### src/rtl/polyeval_pkg.sv
// Shared width helpers for the polynomial-evaluator result path.
// Storage entries carry {seq, data}; occupancy counters span 0..DEPTH inclusive.
package polyeval_pkg;

   function automatic int entry_w(input int wid_d, input int seq_w);
      return wid_d + seq_w;
   endfunction

   function automatic int occ_w(input int depth);
      return $clog2(depth) + 1;
   endfunction

endpackage

### src/rtl/polyeval_out_buf_if.sv
// Result stream leaving the output buffer.
// Handshake: a beat transfers on a rising edge where m_vld_o && m_rdy_i; once m_vld_o is high, m_data_o/m_seq_o hold until that beat or a flush.
interface polyeval_out_buf_if #(
   parameter int WID_D = 32,
   parameter int SEQ_W = 8
);
   logic [WID_D-1:0] m_data_o;
   logic [SEQ_W-1:0] m_seq_o;
   logic             m_vld_o;
   logic             m_rdy_i;

   modport master (output m_data_o, m_seq_o, m_vld_o, input m_rdy_i);
   modport slave  (input m_data_o, m_seq_o, m_vld_o, output m_rdy_i);
endinterface

### src/rtl/polyeval_sync_fifo.sv
// First-word fall-through synchronous FIFO with flush.
// Flush beats push and pop; a push into a full FIFO is accepted only alongside a pop.
module polyeval_sync_fifo
   import polyeval_pkg::*;
#(
   parameter  int WID   = 40,
   parameter  int DEPTH = 16,
   localparam int PTR_W = $clog2(DEPTH),
   localparam int CNT_W = occ_w(DEPTH)
) (
   input  logic             clk,
   input  logic             rst,
   input  logic             flush,
   input  logic             wr_req,
   input  logic [WID-1:0]   wr_data,
   input  logic             rd_rdy,
   output logic [WID-1:0]   rd_data,
   output logic             rd_vld,
   output logic             rd_ok,
   output logic             full,
   output logic [CNT_W-1:0] count
);

   logic [WID-1:0]   mem [DEPTH];
   logic [PTR_W-1:0] wr_ptr;
   logic [PTR_W-1:0] rd_ptr;
   logic             wr_ok;

   assign rd_vld  = (count != '0);
   assign full    = (count == CNT_W'(DEPTH));
   assign rd_ok   = rd_vld & rd_rdy;
   assign wr_ok   = wr_req & ~flush & (~full | rd_ok);
   assign rd_data = mem[rd_ptr];

   // Memory is deliberately not reset; pointers and count define what is valid.
   always_ff @(posedge clk) begin
      if (wr_ok) begin
         mem[wr_ptr] <= wr_data;
      end
   end

   always_ff @(posedge clk) begin
      if (rst || flush) begin
         wr_ptr <= '0;
         rd_ptr <= '0;
         count  <= '0;
      end else begin
         if (wr_ok) begin
            wr_ptr <= wr_ptr + PTR_W'(1);
         end
         if (rd_ok) begin
            rd_ptr <= rd_ptr + PTR_W'(1);
         end
         case ({wr_ok, rd_ok})
            2'b10:   count <= count + CNT_W'(1);
            2'b01:   count <= count - CNT_W'(1);
            default: count <= count;
         endcase
      end
   end

endmodule

### src/rtl/polyeval_out_buf.sv
// Result buffer behind the polynomial evaluator: absorbs non-stallable pushes,
// tags each arrival with a sequence number, and accounts for overflow losses.
module polyeval_out_buf
   import polyeval_pkg::*;
#(
   parameter  int WID_D    = 32,
   parameter  int DEPTH    = 16,
   parameter  int AFULL_TH = 12,
   parameter  int SEQ_W    = 8,
   parameter  int DROP_W   = 16,
   localparam int CNT_W    = occ_w(DEPTH),
   localparam int ENT_W    = entry_w(WID_D, SEQ_W)
) (
   input  logic                clk,
   input  logic                rst,
   input  logic [WID_D-1:0]    data_i,
   input  logic                data_vld_i,
   input  logic                flush_i,
   polyeval_out_buf_if.master  m,
   output logic [CNT_W-1:0]    count_o,
   output logic                afull_o,
   output logic                ovf_o,
   input  logic                ovf_clr_i,
   output logic [DROP_W-1:0]   drop_cnt_o
);

   logic [SEQ_W-1:0]  seq_cnt;
   logic [ENT_W-1:0]  head;
   logic              full;
   logic              pop;
   logic              drop;

   polyeval_sync_fifo #(
      .WID   (ENT_W),
      .DEPTH (DEPTH)
   ) u_fifo (
      .clk     (clk),
      .rst     (rst),
      .flush   (flush_i),
      .wr_req  (data_vld_i),
      .wr_data ({seq_cnt, data_i}),
      .rd_rdy  (m.m_rdy_i),
      .rd_data (head),
      .rd_vld  (m.m_vld_o),
      .rd_ok   (pop),
      .full    (full),
      .count   (count_o)
   );

   assign m.m_seq_o  = head[ENT_W-1:WID_D];
   assign m.m_data_o = head[WID_D-1:0];
   assign afull_o    = (count_o >= CNT_W'(AFULL_TH));

   // An arrival lost to flush is not an overflow; only a full FIFO without a pop drops.
   assign drop = data_vld_i & ~flush_i & full & ~pop;

   // Every arrival consumes a tag, so gaps downstream expose lost results.
   always_ff @(posedge clk) begin
      if (rst) begin
         seq_cnt <= '0;
      end else if (data_vld_i) begin
         seq_cnt <= seq_cnt + SEQ_W'(1);
      end
   end

   always_ff @(posedge clk) begin
      if (rst || ovf_clr_i) begin
         ovf_o      <= 1'b0;
         drop_cnt_o <= '0;
      end else if (drop) begin
         ovf_o <= 1'b1;
         if (drop_cnt_o != '1) begin
            drop_cnt_o <= drop_cnt_o + DROP_W'(1);
         end
      end
   end

endmodule

### src/flat_wrapper.sv
// flat-port wrapper written by rule: the top's interface ports become plain ports
module polyeval_out_buf_flat import polyeval_pkg::*;
#(
   parameter  int WID_D    = 32,
   parameter  int DEPTH    = 16,
   parameter  int AFULL_TH = 12,
   parameter  int SEQ_W    = 8,
   parameter  int DROP_W   = 16,
   localparam int CNT_W    = occ_w(DEPTH),
   localparam int ENT_W    = entry_w(WID_D, SEQ_W)
)
  (clk, rst, data_i, data_vld_i, flush_i, count_o, afull_o, ovf_o, ovf_clr_i, drop_cnt_o, m_m_data_o, m_m_seq_o, m_m_vld_o, m_m_rdy_i);
  polyeval_out_buf_if #(.WID_D(WID_D), .SEQ_W(SEQ_W)) m_i ();
  input  logic clk;
  input  logic rst;
  input  logic [WID_D-1:0] data_i;
  input  logic data_vld_i;
  input  logic flush_i;
  output logic [CNT_W-1:0] count_o;
  output logic afull_o;
  output logic ovf_o;
  input  logic ovf_clr_i;
  output logic [DROP_W-1:0] drop_cnt_o;
  output wire logic [$bits(m_i.m_data_o)-1:0] m_m_data_o;
  output wire logic [$bits(m_i.m_seq_o)-1:0] m_m_seq_o;
  output wire logic [$bits(m_i.m_vld_o)-1:0] m_m_vld_o;
  input wire logic [$bits(m_i.m_rdy_i)-1:0] m_m_rdy_i;
  assign m_m_data_o = m_i.m_data_o;
  assign m_m_seq_o = m_i.m_seq_o;
  assign m_m_vld_o = m_i.m_vld_o;
  assign m_i.m_rdy_i = m_m_rdy_i;
  polyeval_out_buf #(.WID_D(WID_D), .DEPTH(DEPTH), .AFULL_TH(AFULL_TH), .SEQ_W(SEQ_W), .DROP_W(DROP_W)) u_core (.clk(clk), .rst(rst), .data_i(data_i), .data_vld_i(data_vld_i), .flush_i(flush_i), .m(m_i), .count_o(count_o), .afull_o(afull_o), .ovf_o(ovf_o), .ovf_clr_i(ovf_clr_i), .drop_cnt_o(drop_cnt_o));
endmodule
### config.mk
export PLATFORM = sky130hd
export DESIGN_NAME = polyeval_out_buf_flat
export DESIGN_NICKNAME = d
export VERILOG_FILES = /design/src/rtl/polyeval_pkg.sv /design/src/rtl/polyeval_out_buf_if.sv /design/src/rtl/polyeval_sync_fifo.sv /design/src/rtl/polyeval_out_buf.sv /design/src/flat_wrapper.sv
export SDC_FILE = /design/constraint.sdc
export NUM_CORES = 1
export LEC_CHECK = 0
export BUFFER_PORTS_ARGS = -buffer_cell sky130_fd_sc_hd__buf_2
export CAP_MARGIN = 20
export CORE_ASPECT_RATIO = 0.9
export CORE_MARGIN = 10
export CORE_UTILIZATION = 60
export DETAILED_ROUTE_END_ITERATION = 16
export PLACE_DENSITY = 0.9
export REMOVE_ABC_BUFFERS = 1
export SYNTH_ARGS = -nofsm -noshare
export SYNTH_HDL_FRONTEND = slang
export SYNTH_HIERARCHICAL = 1
export SYNTH_SLANG_ARGS = --single-unit
export TNS_END_PERCENT = 50
### constraint.sdc
create_clock -name clk -period 11.7 [get_ports clk]
set_input_delay 1.17 -clock clk [delete_from_list [all_inputs] [get_ports clk]]
set_output_delay 1.17 -clock clk [all_outputs]
set_load 0.005 [all_outputs]
==> metrics.cfg, run 1 <==
[status]
outcome = finished, final reports clean

[timing]
tns_ps = 0
worst_pin_slew_ps = 1001
fmax_ghz = 0.1940
setup_viol = 0
max_slew_margin_pct = 32.62
rsz0062_at_grt = false
finalCriticalPeriod_ps = 5155
period_share_pct = 44.06
finalHoldViolCount = 0
report.final.slew_viol_count = 0
fin_skew_ps = 55.17

[floorplan]
core_area_um2 = 43060
ios = 102
die_area_um2 = 52340
core.rowCount = 72
die_height_um = 218.0
die_x_um = 240.0
initial_core_util_pct = 60.72

[clock_tree]
htreeDepth = 2
cts.sinks = 682
clk_pin_slew_ps = 60
ctsHoldBuffers = 0
cts_tree = yes
numCtsBuffers = 60
cts_root_buffer = clkbuf_16
clkLatencyLatePin_ps = 660
postCtsSetupRepairBufs = 0
cts_resized = 0
cts_buffer_depth = 3

[critical_path]
cpMostUsedCell = buf_4
crit_path_top_delay_cell = buf_4
cp-end-kind = output pin
crit_fanout = 45
worstPathCellList = buf_4, buf_4, buf_12, mux4_2, a22oi_1, nand2_1, buf_2
critPathArrivalTime_ps = 3980
setup.worst_path.class = flop to output pin
cp.required_ps = 10530
cp-start-kind = flop
cp_slowest_stage_delay_ps = 750

[logic_synthesis]
synth_top_cell_area_share_pct = 73.51
syn_inst = 1250
synth.distinct_cells = 58
ys_top_cells_by_area = edfxtp_1, mux4_2, dfxtp_1
yosys.area.top_type = edfxtp_1
synth_seq_area_share_pct = 76.72
ys_seq_elements = 682
synth_area_um2 = 26150
ys.flop_type = edfxtp_1
syn_avg_cell_area_um2 = 20.92
yosysWarnings = 6
synth_edf_count = 640
synthArstFlopShare_pct = 0

[placement]
placed_cells = 1865
gp_congestion = 0.7671
place_area_um2 = 27380
portBuffers = 101
dp_hpwl_mm = 29.66

[power_and_ir_drop]
power.leakage_uw = 0.009506
swShare_pct = 20.29
pwr-share-clk_pct = 42.0
pwr-share-comb_pct = 2.1
ir_drop_mv = 0.1290
seq_power_share_pct = 55.9
p_int_uw = 3820
switchingPower_uw = 972.5
p_per_area_nw_per_um2 = 162.8

[drt]
drt_drc_violations_left = 0
ant_nets = 0
vias_per_cell = 7.027
dr.first_iter.drc_count = 1915
dr.pass1.iters = 5
via_count = 13920
wire_per_inst_um = 32.87
wirelength_mm = 65.11

[layout]
final_cell_mix = edfxtp_1, mux4_2, buf_2
final_nets = 1424
n_fill_cell = 2421
drive_gt1_share_pct = 29.12
syn_to_final_growth_pct = 12.57
fin_area_um2 = 29430
finalNonFillerCells = 1981
layout_commonest_cell = edfxtp_1

[global_route]
grt_max_degree = 60
grt_pass1_wl_mm = 96.45
antenna_found_initial = 1
overflow = 0
track_usage_pct = 25.21
grt_pass1_vias = 14570

[flow_run]
drv_cap = 0

[min_path]
hp-class = flop to flop

==> sequential cells by signal, summed over array words and instances, names as in the netlist, named ones only <==
register,count
u_core/seq_cnt,8
u_core/drop_cnt_o,16
u_core/u_fifo/mem,640
u_core/u_fifo/rd_ptr,4
u_core/u_fifo/count,5
u_core/ovf_o,1
u_core/u_fifo/wr_ptr,4
==> Yosys cell counts (all sizes together) (8+ instances only) <==
cell / n
nand4: 9
ha: 10
nor2: 33
xor2: 8
or4: 10
a22oi: 80
nand3: 9
a21oi: 22
nand2: 58
clkbuf: 42
dfxtp: 42
nor3: 9
edfxtp: 640
o31ai: 10
o21ai: 10
or3: 10
mux4: 160
buf: 25
==> per-stage QoR <==
| step | utilization, % | total power, µW | setup slack [ps] | hold slack, ps |
|---|---|---|---|---|
| global route | 68.35 | 4907 | 6205 | 518.8 |
| global placement | 63.59 | 2821 | 7041 | 454.5 |
| floorplan | - | 2780 | 3020 | 458.7 |
| finish | 68.35 | 4792 | 6545 | 501.4 |
| detailed placement | 63.59 | 2829 | 6965 | 469.7 |
| CTS | 68.22 | 4810 | 6279 | 487.6 |
==> cell type report <==
cell class | instances | area (µm²) | share of cell area, %
Tap cell | 555 | 694.4 | 2.359
Clock buffer | 71 | 1564 | 5.314
Inverter | 7 | 26.28 | 0.08928
Antenna cell | 1 | 2.502 | 0.008503
Timing Repair Buffer | 130 | 753.2 | 2.559
Multi-Input combinational cell | 494 | 5894 | 20.03
Sequential cell | 682 | 20070 | 68.18
Clock inverter | 41 | 429.2 | 1.458
==> worst max-delay path, delay by kind of cell (launching register included) <==
kind	cells	cell delay (ps)
AND/OR/NAND/NOR	1	80
multiplexers	1	560
flip-flops	1	540
AO/OA/AOI/OAI	1	290
buffers and inverters	4	1800
==> metal layers <==
layer  share of wire (%)  vias up  track usage (%)
met3                  12      179            5.432
met2                  50     1110            40.88
met5                   0        -                0
li1                    -     5489                -
met4                 3.8        0            10.41
met1                  34     7143            33.01
==> power groups by stage <==
stage          combinational [µW]  sequential, µW  clock [µW]
2_1_floorplan                45.9            2730           0
3_3_place_gp                 92.0            2730           0
3_5_place_dp                 98.0            2730           0
4_1_cts                       102            2680        2030
5_1_grt                       111            2680        2120
6_report                      102            2680        2010
==> worst paths after layout <==
check,start,to,slack [ps],cells past startpoint
worst min register to register,u_core/ovf_o,u_core/ovf_o,500,2
worst min-delay path,u_core/ovf_o,u_core/ovf_o,500,2
worst max-delay path,flop,m_m_data_o[13],6550,7
worst max register to register,u_core/u_fifo/count[4],u_core/u_fifo/mem[9][25],8710,5
==> logic make-up (layout without fill, tap and decap cells) <==
| family | Yosys count | after routing | share of synthesized area (%) |
|---|---|---|---|
| other | 0 | 1 | 0 |
| buffers and inverters | 74 | 249 | 1.244 |
| xor gates and xnor gates | 11 | 11 | 0.3685 |
| AOI/OAI and AO/OA | 143 | 143 | 3.891 |
| muxes | 163 | 163 | 13.92 |
| and+or+nand+nor | 166 | 166 | 3.302 |
| DFF | 682 | 682 | 76.72 |
| adders and majority gates | 11 | 11 | 0.5551 |
No activity file was read; power rests on OpenSTA's default activity.
==> run 2: changes to the inputs <==
Clock period 11.7 ns to 5.3 ns, I/O delays scaled along.
==> run 2 against run 1 <==
Net effect: routed wire length down 0.53%; setup slack worse by 5000 ps; largest cell class unchanged; combinational power up 130%; global-route usage down 0.16 points; sequential cell count unchanged.
==> metrics.cfg, run 2 (synthesized netlist as in run 1, its figures left out) <==
[status]
outcome = finished, final reports clean

[clock_tree]
postCtsSetupRepairBufs = 0
cts.sinks = 682
htreeDepth = 3
cts_root_buffer = clkbuf_16
clkLatencyLatePin_ps = 600
numCtsBuffers = 66
cts_buffer_depth = 3
ctsHoldBuffers = 0
clk_pin_slew_ps = 60
cts_tree = yes
cts_resized = 0

[layout]
layout_commonest_cell = edfxtp_1
largest_reg_flops = 640
final_util_pct = 69.07
reg_top3 = u_core/u_fifo/mem (640), u_core/drop_cnt_o (16), u_core/seq_cnt (8)
n_fill_cell = 2422
regArea_um2 = 20070
regMostFlops = u_core/u_fifo/mem
diodes = 0
final_nets = 1433
fin_area_um2 = 29740
syn_to_final_growth_pct = 13.75
multiInputGateArea_um2 = 5894
final_cell_mix = edfxtp_1, mux4_2, buf_2
drive_gt1_share_pct = 29.87

[critical_path]
crit_buf_inv = 2
cp-end-kind = output pin
worstReg2RegEnd = u_core/u_fifo/mem[14][26]
rrSetupSlack_ps = 2030
endpoint = m_m_data_o[21]
crit_fanout = 62
critPathTopFamily = flip-flops
cp.required_ps = 4770
crit_path_top_delay_cell = dfxtp_4
rr_worst_depth = 5
cp-start-kind = flop
worstPathCellList = buf_4, mux4_2, a22oi_1, nand2_1, buf_2
setup.worst_path.class = flop to output pin
cp_slowest_stage_delay_ps = 1010
critPathArrivalTime_ps = 3190
crit_cells = 5
r2r_start = u_core/u_fifo/count[0]

[floorplan]
die_area_um2 = 52340
ios = 102
core.rowCount = 72
die_x_um = 240.0
core_area_um2 = 43060
die_height_um = 218.0
initial_core_util_pct = 60.72

[timing]
period_share_pct = 70.25
finalCriticalPeriod_ps = 3723
max_slew_margin_pct = 25.30
fin_skew_ps = 36.30
rsz0062_at_grt = false
worst_pin_slew_ps = 1121
fmax_ghz = 0.2686
report.final.slew_viol_count = 0
tns_ps = 0
setup_viol = 0
finalHoldViolCount = 0

[placement]
dp_hpwl_mm = 33.59
place_area_um2 = 27440
gp_congestion = 0.8206
portBuffers = 101

[flow_run]
drv_cap = 0

[power_and_ir_drop]
power.leakage_uw = 0.009680
p_per_area_nw_per_um2 = 371.2
seq_power_share_pct = 53.6
pwr-share-clk_pct = 44.4
ir_drop_mv = 0.2219
pwr-share-comb_pct = 2.1
swShare_pct = 19.58
switchingPower_uw = 2162
p_int_uw = 8878

[min_path]
min_from = ovf_clr_i
hp-class = input port to flop

[drt]
vias_per_cell = 6.992
wirelength_mm = 64.76
dr.first_iter.drc_count = 1971
ant_nets = 0
drt_drc_violations_left = 0
wire_per_inst_um = 32.58
via_count = 13900
dr.pass1.iters = 5

[global_route]
grt_max_degree = 63
antenna_found_initial = 0
grt_pass1_vias = 14140
grt_pass1_wl_mm = 95.90
track_usage_pct = 25.05
overflow = 0

[run 2: worst min-delay path, delay by kind of cell]
kind / cells / cell delay [ps]
and+or+nand+nor: 1 / 60
buffers and inverters: 1 / 80
AOI/OAI and AO/OA: 1 / 110
[run 2: worst min-delay path by stage]
stage | to | cells past startpoint
floorplan | flop | 2
global placement | u_core/ovf_o | 2
detailed placement | u_core/ovf_o | 2
CTS | u_core/drop_cnt_o[12] | 3
global route | u_core/drop_cnt_o[12] | 3
finish | u_core/drop_cnt_o[12] | 3
[run 2: layout make-up]
| cell class | instances | share of cell area [%] |
|---|---|---|
| Sequential cell | 682 | 67.47 |
| Multi-Input combinational cell | 494 | 19.82 |
| Clock buffer | 81 | 6.029 |
| Timing Repair Buffer | 133 | 2.768 |
| Tap cell | 555 | 2.335 |
| Clock inverter | 36 | 1.489 |
| Inverter | 7 | 0.08835 |
[run 2: layer usage]
layer / vias to the layer above / GRT usage [%] / wire (µm)
met3: 177 / 5.407 / 6789
li1: 5511 / - / -
met2: 1030 / 40.74 / 32240
met4: 0 / 8.493 / 2361
met5: - / 0 / 0
met1: 7183 / 33.43 / 23380
[run 2: power groups by stage]
stage	Sequential, µW	Combinational (µW)	Clock, µW
floorplan	6040	101	0
global placement	6030	206	0
detailed placement	6030	222	0
CTS	5920	228	4940
global route	5910	252	5120
finish	5910	231	4900
[run 2: through the flow]
step	std cells	power, µW	hold slack [ps]	setup slack (ps)
final	1988	11040	245.6	1577
after global routing	1988	11280	231.5	1511
after CTS	1985	11080	216.7	1415
after detailed placement	1868	6253	467.3	1794
after global placement	1868	6234	455.5	1970
after floorplan	1183	6137	458.7	-2740
==> run 3: changes to the inputs <==
Settings changed: ABC_AREA set to 1, CORE_UTILIZATION 60 to 56, PLACE_DENSITY 0.9 to 0.88.
Clock period 5.3 ns to 3.07 ns, I/O delays scaled along.
==> run 3 against run 2 <==
Net effect: register-to-register slack got worse by 1400 ps; area after synthesis increased by 9.6%; cell count increased by 61%; final area up 8.6%; critical path type unchanged; routed wire length grew 8.2%; synthesized cell count up 89%; highest routed layer unchanged; count of clock-buffer cells in the layout increased by 4.
==> metrics.cfg, run 3 <==
[status]
outcome = finished, final reports clean

[floorplan]
ios = 102
core_area_um2 = 50550
die_height_um = 234.6
die_x_um = 258.4
initial_core_util_pct = 56.68
die_area_um2 = 60620
core.rowCount = 78

[clock_tree]
numCtsBuffers = 67
clk_pin_slew_ps = 60
cts_tree = yes
cts.sinks = 682
clkLatencyLatePin_ps = 620
htreeDepth = 3
cts_buffer_depth = 3
cts_root_buffer = clkbuf_16

[flow_run]
drv_cap = 0

[layout]
diodes = 0
regMostFlops = u_core/u_fifo/mem
drive_gt1_share_pct = 15.21
largest_reg_flops = 640
layout_commonest_cell = edfxtp_1
final_nets = 2507
syn_to_final_growth_pct = 12.74
fin_area_um2 = 32300
final_cell_mix = edfxtp_1, inv_1, nand2_1
reg_top3 = u_core/u_fifo/mem (640), u_core/drop_cnt_o (16), u_core/seq_cnt (8)

[placement]
place_area_um2 = 30100
dp_hpwl_mm = 39.07
gp_congestion = 0.8542
portBuffers = 101

[critical_path]
crit_path_top_delay_cell = dfxtp_4
cp.required_ps = 2760
crit_fanout = 69
cp_slowest_stage_delay_ps = 550
cp-start-kind = flop
setup.worst_path.class = flop to output pin
critPathArrivalTime_ps = 2530
worstPathCellList = buf_12, buf_12, a21oi_1, o21ai_0, nand3_1, nand3_1, nand2_1, buf_2
cp-end-kind = output pin

[logic_synthesis]
synth_top_cell_area_share_pct = 67.08
synth_area_um2 = 28650
syn_inst = 2358
synth_seq_area_share_pct = 70.01
synthArstFlopShare_pct = 0
synth_commonest_cells = edfxtp_1, inv_1, nand2_1
ys_top_cells_by_area = edfxtp_1, inv_1, nand3_1
yosysWarnings = 6
synth_edf_count = 640
yosys.area.top_type = edfxtp_1
yosysMostFrequentCell = edfxtp_1
ys_seq_elements = 682
syn_avg_cell_area_um2 = 12.15
synth.distinct_cells = 31
ys.flop_type = edfxtp_1

[global_route]
grt_max_degree = 80
grt_pass1_wl_mm = 107.8
grt_pass1_vias = 19400
overflow = 0
antenna_found_initial = 0
track_usage_pct = 22.78

[timing]
rsz0062_at_grt = false
finalCriticalPeriod_ps = 2839
report.final.slew_viol_count = 0
fmax_ghz = 0.3522
fin_hold_ws_ps = 61.21
finalHoldViolCount = 0
setup_viol = 0
max_slew_margin_pct = 43.42
fin_skew_ps = 38.77
worst_pin_slew_ps = 845.6
period_share_pct = 92.48
tns_ps = 0

[drt]
ant_nets = 0
dr.pass1.iters = 6
wire_per_inst_um = 21.97
via_count = 19220
dr.first_iter.drc_count = 2462
vias_per_cell = 6.024
drt_drc_violations_left = 0
wirelength_mm = 70.09

[power_and_ir_drop]
p_per_area_nw_per_um2 = 601.2
ir_drop_mv = 0.4282
power.leakage_uw = 0.01145

[min_path]
hp-class = input port to flop

run 3: cell count changes after synthesis, sizes merged, moves of 10 or more:
cell and delta:
a21oi +163, a22oi -80, buf +62, inv +353
mux4 -160, nand2 +225, nand3 +257, nor2 +58
o211ai +153, o21ai +161, o31ai -10, or3 -10
or4 -10
run 3: cell type report:
type | count | area, µm²
Inverter | 361 | 1355
Clock buffer | 85 | 1744
Sequential cell | 682 | 20070
Clock inverter | 37 | 430.4
Multi-Input combinational cell | 1179 | 6594
Fill cell | 3363 | 18250
Tap cell | 680 | 850.8
Timing Repair Buffer | 167 | 1256
run 3: repair_timing:
| action | in CTS | in global routing |
|---|---|---|
| gates resized for setup | 0 | 0 |
| setup buffers | 0 | 0 |
| hold endpoints to repair | 4 | 0 |
| hold buffers | 2 | 0 |
run 3: worst paths after layout:
| kind | from | end | slack (ps) | cells past startpoint |
|---|---|---|---|---|
| min reg2reg | u_core/u_fifo/rd_ptr[2] | flop | 500 | 2 |
| min | data_i[18] | u_core/u_fifo/mem[13][18] | 60 | 1 |
| max reg2reg | u_core/u_fifo/count[0] | u_core/u_fifo/mem[15][34] | 610 | 7 |
| max | flop | m_m_data_o[10] | 230 | 8 |
run 3: through the flow:
stage                     instances  worst slack (ps)  total power, µW  util, %
after floorplan                2222             -9536            11120        -
after global placement         3066             696.2            11320    59.54
after detailed placement       3066             653.3            11390    59.54
after CTS                      3190             216.8            19480    63.88
after global routing           3191             100.3            19950    63.90
final                          3191             230.9            19420    63.90
run 3: layer usage:
| metal | GRT usage [%] | share of wire, % |
|---|---|---|
| met3 | 5.942 | 11 |
| met5 | 0 | 0 |
| met1 | 27.76 | 36 |
| met4 | 10.01 | 3.6 |
| met2 | 38.12 | 49 |
run 3: kinds of logic (layout without fill, tap and decap cells):
group	after synthesis	after routing	share of synthesized area, %
flip-flops	682	682	70.01
AND/OR/NAND/NOR	648	648	10.16
AO/OA/AOI/OAI	517	517	11.83
buffers and inverters	497	650	7.393
adder cells (fa/ha/maj)	11	11	0.5066
XOR/XNOR	3	3	0.09172
run 3: worst max-delay path: cells and delay by family (launching register included):
family / cells / cell delay, ps
compound gates: 2 / 230
flops: 1 / 550
buf+inv: 3 / 730
simple gates: 3 / 350
run 3: power breakdown:
part,internal [µW],switching (µW),total (µW)
combinational,316,671,987
clock,4680,3520,8200
sequential,10200,49.3,10200
total,15200,4240,19400
